## src/rtl/multicore_io_hub.sv

```systemverilog
// Multicore I/O hub: buffers an external sample stream in an input FIFO and
// hands one word per cycle to a requesting core by round-robin. It also
// collects core results by round-robin into an output FIFO that drains to an
// external sink.
//
// Ports:
//   clk, rst_n           clock, asynchronous active-low reset
//   in_data_i/in_valid_i external sample stream; in_ready_o = FIFO can accept
//   req_in_i             per-core level request for one input word
//   core_in_data_o       word delivered to the granted core (held between strobes)
//   core_in_valid_o      one-hot, single-cycle delivery strobe
//   io_out_i             flattened core results, core i at [i*DATA_W +: DATA_W]
//   out_en_i             per-core "result pending", held until acknowledged
//   out_ack_o            one-hot, single-cycle acknowledge
//   out_data_o/out_valid_o/out_ready_i  output stream (head of output FIFO)
//   words_in_cnt_o       words delivered to cores (wrapping)
//   words_out_cnt_o      words accepted by the sink (wrapping)
module multicore_io_hub #(
  parameter int unsigned N_CORES   = 48,
  parameter int unsigned DATA_W    = 32,
  parameter int unsigned IN_DEPTH  = 16,
  parameter int unsigned OUT_DEPTH = 16
) (
  input  logic                      clk,
  input  logic                      rst_n,
  input  logic [DATA_W-1:0]         in_data_i,
  input  logic                      in_valid_i,
  output logic                      in_ready_o,
  input  logic [N_CORES-1:0]        req_in_i,
  output logic [DATA_W-1:0]         core_in_data_o,
  output logic [N_CORES-1:0]        core_in_valid_o,
  input  logic [N_CORES*DATA_W-1:0] io_out_i,
  input  logic [N_CORES-1:0]        out_en_i,
  output logic [N_CORES-1:0]        out_ack_o,
  output logic [DATA_W-1:0]         out_data_o,
  output logic                      out_valid_o,
  input  logic                      out_ready_i,
  output logic [31:0]               words_in_cnt_o,
  output logic [31:0]               words_out_cnt_o
);

  localparam int unsigned PtrW = (N_CORES > 1) ? $clog2(N_CORES) : 1;
  localparam int unsigned IAw  = $clog2(IN_DEPTH);
  localparam int unsigned OAw  = $clog2(OUT_DEPTH);

  localparam logic [PtrW-1:0] PtrOne   = PtrW'(1);
  localparam logic [PtrW-1:0] PtrLast  = PtrW'(N_CORES - 1);
  localparam logic [IAw-1:0]  IAdrOne  = IAw'(1);
  localparam logic [IAw:0]    ICntOne  = (IAw + 1)'(1);
  localparam logic [IAw:0]    ICntFull = (IAw + 1)'(IN_DEPTH);
  localparam logic [OAw-1:0]  OAdrOne  = OAw'(1);
  localparam logic [OAw:0]    OCntOne  = (OAw + 1)'(1);
  localparam logic [OAw:0]    OCntFull = (OAw + 1)'(OUT_DEPTH);

  // Round-robin pick: first set bit of elig at or after ptr, wrapping.
  // Returns {found, index}.
  function automatic logic [PtrW:0] rr_pick(input logic [N_CORES-1:0] elig,
                                            input logic [PtrW-1:0]    ptr);
    logic            found;
    logic [PtrW-1:0] win;
    logic [PtrW-1:0] cand;
    int unsigned     idx;
    found = 1'b0;
    win   = '0;
    for (int unsigned k = 0; k < N_CORES; k++) begin
      idx = 32'(ptr) + k;
      if (idx >= N_CORES) idx = idx - N_CORES;
      cand = PtrW'(idx);
      if (!found && elig[cand]) begin
        found = 1'b1;
        win   = cand;
      end
    end
    return {found, win};
  endfunction

  // State
  logic [DATA_W-1:0]  in_mem_q [IN_DEPTH];
  logic [IAw-1:0]     in_wr_q, in_rd_q;
  logic [IAw:0]       in_cnt_q;
  logic [PtrW-1:0]    in_ptr_q;
  logic [N_CORES-1:0] core_in_valid_q;
  logic [DATA_W-1:0]  core_in_data_q;

  logic [DATA_W-1:0]  out_mem_q [OUT_DEPTH];
  logic [OAw-1:0]     out_wr_q, out_rd_q;
  logic [OAw:0]       out_cnt_q;
  logic [PtrW-1:0]    out_ptr_q;
  logic [N_CORES-1:0] out_ack_q;

  logic [31:0]        words_in_q, words_out_q;

  // Unpacked view of the core result bus
  logic [DATA_W-1:0]  io_arr [N_CORES];
  for (genvar g = 0; g < N_CORES; g++) begin : g_io_unpack
    assign io_arr[g] = io_out_i[g*DATA_W +: DATA_W];
  end

  logic            in_found, in_grant, in_push, in_full;
  logic [PtrW-1:0] in_win;
  logic            out_found, out_collect, out_pop, out_space;
  logic [PtrW-1:0] out_win;

  always_comb begin
    // A core is never eligible in the cycle it is being strobed / acked.
    {in_found, in_win}   = rr_pick(req_in_i & ~core_in_valid_q, in_ptr_q);
    {out_found, out_win} = rr_pick(out_en_i & ~out_ack_q, out_ptr_q);

    in_full  = (in_cnt_q == ICntFull);
    in_grant = in_found && (in_cnt_q != '0);
    // A same-cycle pop frees a slot, so a full FIFO can still accept.
    in_ready_o = rst_n && (!in_full || in_grant);
    in_push    = in_valid_i && in_ready_o;

    out_valid_o = (out_cnt_q != '0);
    out_pop     = out_valid_o && out_ready_i;
    out_space   = (out_cnt_q != OCntFull) || out_pop;
    out_collect = out_found && out_space;
    out_data_o  = out_valid_o ? out_mem_q[out_rd_q] : '0;
  end

  assign core_in_data_o  = core_in_data_q;
  assign core_in_valid_o = core_in_valid_q;
  assign out_ack_o       = out_ack_q;
  assign words_in_cnt_o  = words_in_q;
  assign words_out_cnt_o = words_out_q;

  // FIFO storage needs no reset; occupancy counters gate every read.
  always_ff @(posedge clk) begin
    if (in_push)     in_mem_q[in_wr_q]   <= in_data_i;
    if (out_collect) out_mem_q[out_wr_q] <= io_arr[out_win];
  end

  always_ff @(posedge clk or negedge rst_n) begin
    if (!rst_n) begin
      in_wr_q         <= '0;
      in_rd_q         <= '0;
      in_cnt_q        <= '0;
      in_ptr_q        <= '0;
      core_in_valid_q <= '0;
      core_in_data_q  <= '0;
      out_wr_q        <= '0;
      out_rd_q        <= '0;
      out_cnt_q       <= '0;
      out_ptr_q       <= '0;
      out_ack_q       <= '0;
      words_in_q      <= '0;
      words_out_q     <= '0;
    end else begin
      // Input side
      if (in_push) in_wr_q <= in_wr_q + IAdrOne;
      if (in_grant) begin
        in_rd_q        <= in_rd_q + IAdrOne;
        core_in_data_q <= in_mem_q[in_rd_q];
        in_ptr_q       <= (in_win == PtrLast) ? '0 : in_win + PtrOne;
        words_in_q     <= words_in_q + 32'd1;
      end
      core_in_valid_q <= in_grant ? (N_CORES'(1) << in_win) : '0;
      if (in_push && !in_grant)      in_cnt_q <= in_cnt_q + ICntOne;
      else if (!in_push && in_grant) in_cnt_q <= in_cnt_q - ICntOne;

      // Output side
      if (out_collect) begin
        out_wr_q  <= out_wr_q + OAdrOne;
        out_ptr_q <= (out_win == PtrLast) ? '0 : out_win + PtrOne;
      end
      out_ack_q <= out_collect ? (N_CORES'(1) << out_win) : '0;
      if (out_pop) begin
        out_rd_q    <= out_rd_q + OAdrOne;
        words_out_q <= words_out_q + 32'd1;
      end
      if (out_collect && !out_pop)      out_cnt_q <= out_cnt_q + OCntOne;
      else if (!out_collect && out_pop) out_cnt_q <= out_cnt_q - OCntOne;
    end
  end

endmodule
```

## config.mk

```make
export PLATFORM = sky130hd
export DESIGN_NAME = multicore_io_hub
export DESIGN_NICKNAME = d
export VERILOG_FILES = /design/src/rtl/multicore_io_hub.sv
export SDC_FILE = /design/constraint.sdc
export NUM_CORES = 2
export LEC_CHECK = 0
export BUFFER_PORTS_ARGS = -buffer_cell sky130_fd_sc_hd__buf_4
export CAP_MARGIN = 0
export CELL_PAD_IN_SITES_DETAIL_PLACEMENT = 0
export CELL_PAD_IN_SITES_GLOBAL_PLACEMENT = 1
export CORE_AREA = 2 2 737 739
export CTS_CLUSTER_SIZE = 30
export DETAILED_ROUTE_END_ITERATION = 6
export DIE_AREA = 0 0 739 741
export GPL_TIMING_DRIVEN = 1
export PLACE_DENSITY = 0.39
export REMOVE_ABC_BUFFERS = 1
export SETUP_SLACK_MARGIN = 0.5
export SLEW_MARGIN = 30
export SYNTH_ARGS = -nofsm -noshare
export SYNTH_HDL_FRONTEND = slang
export SYNTH_SLANG_ARGS = --single-unit
export TNS_END_PERCENT = 20
```

## constraint.sdc

```tcl
create_clock -name clk -period 10.09 [get_ports clk]
set_input_delay 0 -clock clk [delete_from_list [all_inputs] [get_ports clk]]
set_output_delay 0 -clock clk [all_outputs]
set_load 0.02 [all_outputs]
```

* After elaboration in Yosys (flattened, before gate mapping)
Memories as Yosys holds them, arrays and structs flattened. A register that Yosys moved wholly into a read port is not among the register bits.
Index checks and enable logic that the tools add are counted.
** Storage, ports and cells
- Register bits :: 198
- Latch bits :: 0
- Bits in writable memories :: 1024
- ROM bits :: 0
- Output and inout bits :: 226
- Logic and storage cells :: 1125
- Memories kept :: 2
** Cells by class
- Add/sub/neg operators :: 202
- Multipliers :: 0
- Divide/modulo/power cells :: 0
- Magnitude comparators :: 193
- Equality and inequality tests :: 4
- Shifts and indexed selects :: 2
- Multiplexer cells :: 496
- Bitwise logic cells :: 5
- Reduce and logical (&&, ||, !) cells :: 209
** Memories
- in_mem_q :: words 16, width 32, read ports 1, clocked after Yosys merged registers in 1, wr ports 1, RTL line 78 : logic [DATA_W-1:0] in_mem_q [IN_DEPTH];
- out_mem_q :: words 16, width 32, read ports 1, clocked after Yosys merged registers in 0, wr ports 1, RTL line 85 : logic [DATA_W-1:0] out_mem_q [OUT_DEPTH];
** Operators with widths (count)
- $mux W6 :: 194
- $lt A6 B7 Y1 const B :: 96
- $ge A7 B6 Y1 const B :: 94
- $bmux W1 S6 :: 96
- $sub A6 B6 Y6 const B :: 96
- $add A6 B5 Y7 const B :: 32
- $add A6 B6 Y7 const B :: 32
- $mux W1 :: 196
- $bmux W32 S6 :: 1
- $add A6 B4 Y7 const B :: 16
- $logic_and A1 B1 Y1 :: 103
- $logic_not A1 Y1 :: 100
- $and A48 B48 Y48 :: 2
- $mux W32 :: 3
- $mux W48 :: 2
- $not A48 Y48 :: 2
- $shl A1 B6 Y48 const A :: 2
- $add A32 B1 Y32 const B :: 2
- $add A6 B3 Y7 const B :: 8
- $add A6 B2 Y7 const B :: 4
- $mux W5 :: 4
- $add A4 B1 Y4 const B :: 4
- $add A6 B1 Y7 const B :: 2
- $add A6 B1 Y6 const B :: 2
- 11 further kinds :: 18

* Depth between registers and ports, before layout
- Depth in word-level cells :: 154
- Mapped depth :: 37

* Least setup slack after synthesis
Ideal clock, no wire load.
- Kind :: reg-to-reg
- Start :: register out_ptr_q[0]
- End :: memory out_mem_q[0][29], data pin
- Library setup time :: 0.340 ns
- Data arrival time :: 8.250 ns
- Path slack :: 1.500 ns
- Cell stages (with the launch flop) :: 34
- Buffers on the path :: 13
- Path through :: dfrtp_1 > buf_6 > buf_2 > inv_2 > buf_4 > buf_6 > buf_4 > buf_1 > ha_1 > clkbuf_1 > inv_1 > clkbuf_1 > buf_1 > mux4_2 > mux2i_4 > o32ai_2 > or4_4 > nor4_4 > nand3_4 > or4_4 > buf_6 > a221oi_2 > or4_1 > a21oi_1 > o21ba_1 > buf_2 > a21boi_4 > buf_2 > buf_2 > nand2_1 > a32o_1 > o22ai_1 > nor4b_1 > a211oi_1
** On the way
- Word-level cells in the longest chain between the ends :: 150
- Elaborated cells between the ends (all ways) :: 480
- Classes of those cells :: add/sub (95); order compare (48); mux (242); bitwise (1); reduce/logical (94)
** RTL lines
- start, declared :: RTL line 88 : logic [PtrW-1:0] out_ptr_q;
- start signal, assigned :: RTL line 165 : out_ptr_q <= (out_win == PtrLast) ? '0 : out_win + PtrOne;
- branches (longest 145 deep; another with $add A6 B1 Y7)
- $mux W6 (*) :: RTL line 69 : if (!found && elig[cand]) begin
- $not A6 Y7 (implied by the code) (*) :: RTL line 131 : if (out_collect) out_mem_q[out_wr_q] <= io_arr[out_win];
- $bmux W32 S6 (*) :: RTL line 131
- $mux W32 (implied by the code) (*) (2 in a row) :: RTL line 131
- end, declared :: RTL line 85
Every way passes the cells marked *. The select of a mux whose other input is x is not followed.

* Worst setup path after layout
- Start :: register out_ptr_q[1]
- End :: memory out_mem_q[4][22], data pin
The elaborated chain is that of the path after synthesis.

==> results.toml <==
[synthesis]
synth_edf_count = 1024
yosysTopAreaCellShare_pct = 31.5
syn_inst = 9641
synthMuxAreaShare_pct = 20.8
synth_area_leaders = "edfxtp_1 32%, mux4_2 14%, dfrtp_1 5.9%"
synth_top_flop_cell = "edfxtp_1"
synthSimpleGateAreaFrac_pct = 18.5
synth-seq-cells = 1254
syn_area_sq_um = 97500
synth-compound-area-share_pct = 15.8
synthArstFlopShare_pct = 18.3
synth_top_area_cell = "edfxtp_1"
synth_cell_type_count = 115
synth_top_family_by_area = "multiplexers"
synth-xor-area-share_pct = 1.81
avgSynthCellArea_sq_um = 10.1
yosysSeqAreaShare_pct = 37.4
yosysWarnings = 0
synth-adder-area-share_pct = 1.82

[floorplan]
die_h_um = 741
ios = 1894
num_rows = 270
die-area_sq_um = 548000
start_util_pct = 18.1
die_x_um = 739
core_sq_um = 540000

[setup_path]
crit_required_ps = 10650
slowest_delay_ps = 790
crit_fanout = 42
critPathArrivalTime_ps = 10210
rr_startpoint = "out_ptr_q[1]"
cp-start-kind = "flop"
ff2ff_path_depth = 29
cp-end-kind = "flop"
startpoint = "out_ptr_q[1]"
worstSetupPathType = "flop to flop"
crit_slowest_cell = "xnor2_2"

[clock_network]
numCtsBuffers = 160
cts.clk_slew.worst_paths_ps = 80
cts_tree = "built"
clock_sinks = 1254
clock_tree.root_cell = "clkbuf_16"
cts_max_path_buffers = 4
clk_latency_ps = 900
h-tree-depth = 4

[run_status]
outcome = "complete, no violations"

[detailed_routing]
dr.pass1.iters = 5
wire_per_inst_um = 38.9
drc_errors = 0
ant_nets = 0
vias = 101966
drt-initial-drc-count = 10298
avgViaCountPerCell = 5.16
wirelength_mm = 768

[global_routing]
grt_pass1_wl_mm = 995
grt_max_degree = 95
grt-ovfl-total = 0
antenna_found_initial = 245
track_usage_pct = 26.9
grt_pass1_vias = 101313

[final_layout]
fin_nets = 14110
fillers = 57771
final_util_pct = 25.4
area_growth_pct = 40.8
drive_above_1_share_pct = 36.3

[sta]
hold_viol = 0
setup_violations = 0
slew_headroom_pct = 26.9
fin_skew_ps = 105
finalCriticalPeriod_ps = 9650
slew_violations = 0
timing.final.crit_share_pct = 95.6
fmax_ghz = 0.104
rsz0062_at_grt = "true"
tightest_slew_ps = 1070

[placed_design]
routabilityCongestion = 0.992
port_buffers = 1893
hpwl_mm = 631

[worst_hold_path]
holdCritStartpoint = "io_out_i[383]"
min_path_cells = 6
hp-class = "input pin to flop"

[job]
cap_violations = 0
==> cell families after synthesis <==
| kind of cell | count (synthesis) |
|---|---|
| buffers and inverters | 921 |
| AND/OR/NAND/NOR | 3600 |
| flip-flops | 1254 |
| XOR/XNOR | 200 |
| adder cells (fa/ha/maj) | 141 |
| AO/OA/AOI/OAI | 2292 |
| multiplexers | 1233 |
==> through the flow <==
stage / setup WS, ps / setup TNS (ps) / cells / cell area [sq um] / hold WS [ps]
after floorplan: -37230 / - / 8901 / 94400 / -296
final: 439 / 0 / 19742 / 137000 / 74.0
after CTS: 486 / 0 / 19629 / 137000 / 5.76
after global placement: -1180 / -36520 / 19242 / 130000 / -70.8
after global routing: 479 / 0 / 19686 / 137000 / 67.3
after detailed placement: -362 / -11190 / 19249 / 130000 / -70.5
==> what timing repair did <==
action / CTS / global route
gates cloned: 0 / 2
pin swaps: 8 / 11
buffers inserted: 8 / 7
resized for setup: 25 / 42
setup endpoints to repair: 448 / 480
hold endpoints to repair: 842 / 0
hold buffers: 81 / 0
==> synthesized netlist by cell type (157+ instances only) <==
cell,number
mux2_2,201
a21oi_1,550
mux2i_1,415
and2_1,204
inv_1,157
o21ai_0,314
nor3_1,244
edfxtp_1,1024
mux4_2,616
dfrtp_1,230
a211oi_1,192
nand3_1,325
nor2_1,546
nand2_1,1294
o22ai_1,258
clkbuf_1,479
xnor2_1,172
==> worst paths after layout <==
check	end	slack, ps
max in group asynchronous	words_out_cnt_o[10]	8120
max reg2reg	out_mem_q[4][22]	440
min	out_mem_q[4][31]	70
min reg2reg	words_out_cnt_o[31]	490
min in group asynchronous	in_rd_q[2]	320
max	out_mem_q[4][22]	440
==> flip-flops by register name (all words and copies together) (netlist names) <==
name / count
core_in_data_o: 32
core_in_valid_o: 48
words_out_cnt_o: 32
words_in_cnt_o: 32
out_ptr_q: 6
in_wr_q: 4
out_ack_o: 48
out_wr_q: 4
out_rd_q: 4
out_mem_q: 512
in_ptr_q: 6
in_mem_q: 512
out_cnt_q: 5
in_cnt_q: 5
in_rd_q: 4
==> layout make-up <==
cell class	count	area (sq um)	area share, %
multi-input combinational	7467	58200	42.4
sequential	1254	36600	26.6
timing repair buffer	3237	27200	19.8
tap	7208	9020	6.57
clock buffer	197	4210	3.07
clock inverter	94	1130	0.820
inverter	181	703	0.512
antenna	104	260	0.190
==> per-layer routing <==
| layer | track usage [%] | routed length, um | vias up |
|---|---|---|---|
| met5 | 0 | 848 | - |
| met4 | 10.7 | 36200 | 128 |
| met3 | 6.88 | 63100 | 961 |
| met2 | 43.6 | 351000 | 4912 |
| met1 | 34.0 | 316000 | 52907 |
| li1 | - | - | 43058 |
==> placed cells by master (no fill, tap or decap), drive strengths merged, types with 115 or more instances in the layout <==
cell type / n
clkbuf: 198
buf: 3156
nor2b: 137
nor3: 247
nor2: 547
nand2: 1294
edfxtp: 1024
dfrtp: 230
nand3: 326
and2: 210
and3: 115
a211oi: 193
o21ai: 326
o22ai: 258
mux4: 616
ha: 139
xnor2: 174
mux2i: 416
mux2: 201
inv: 186
a21oi: 551
==> critical path: cells and delay by family (launching register included) <==
| kind | cells | cell delay [ps] |
|---|---|---|
| muxes | 2 | 690 |
| DFF | 1 | 480 |
| buffers and inverters | 10 | 2060 |
| AOI/OAI and AO/OA | 9 | 2450 |
| adders and majority gates | 1 | 290 |
| and+or+nand+nor | 6 | 2280 |
| xor gates and xnor gates | 1 | 790 |
Power is not shown: default switching activity piles up to over one toggle a cycle in this logic, so the estimate is an artifact.
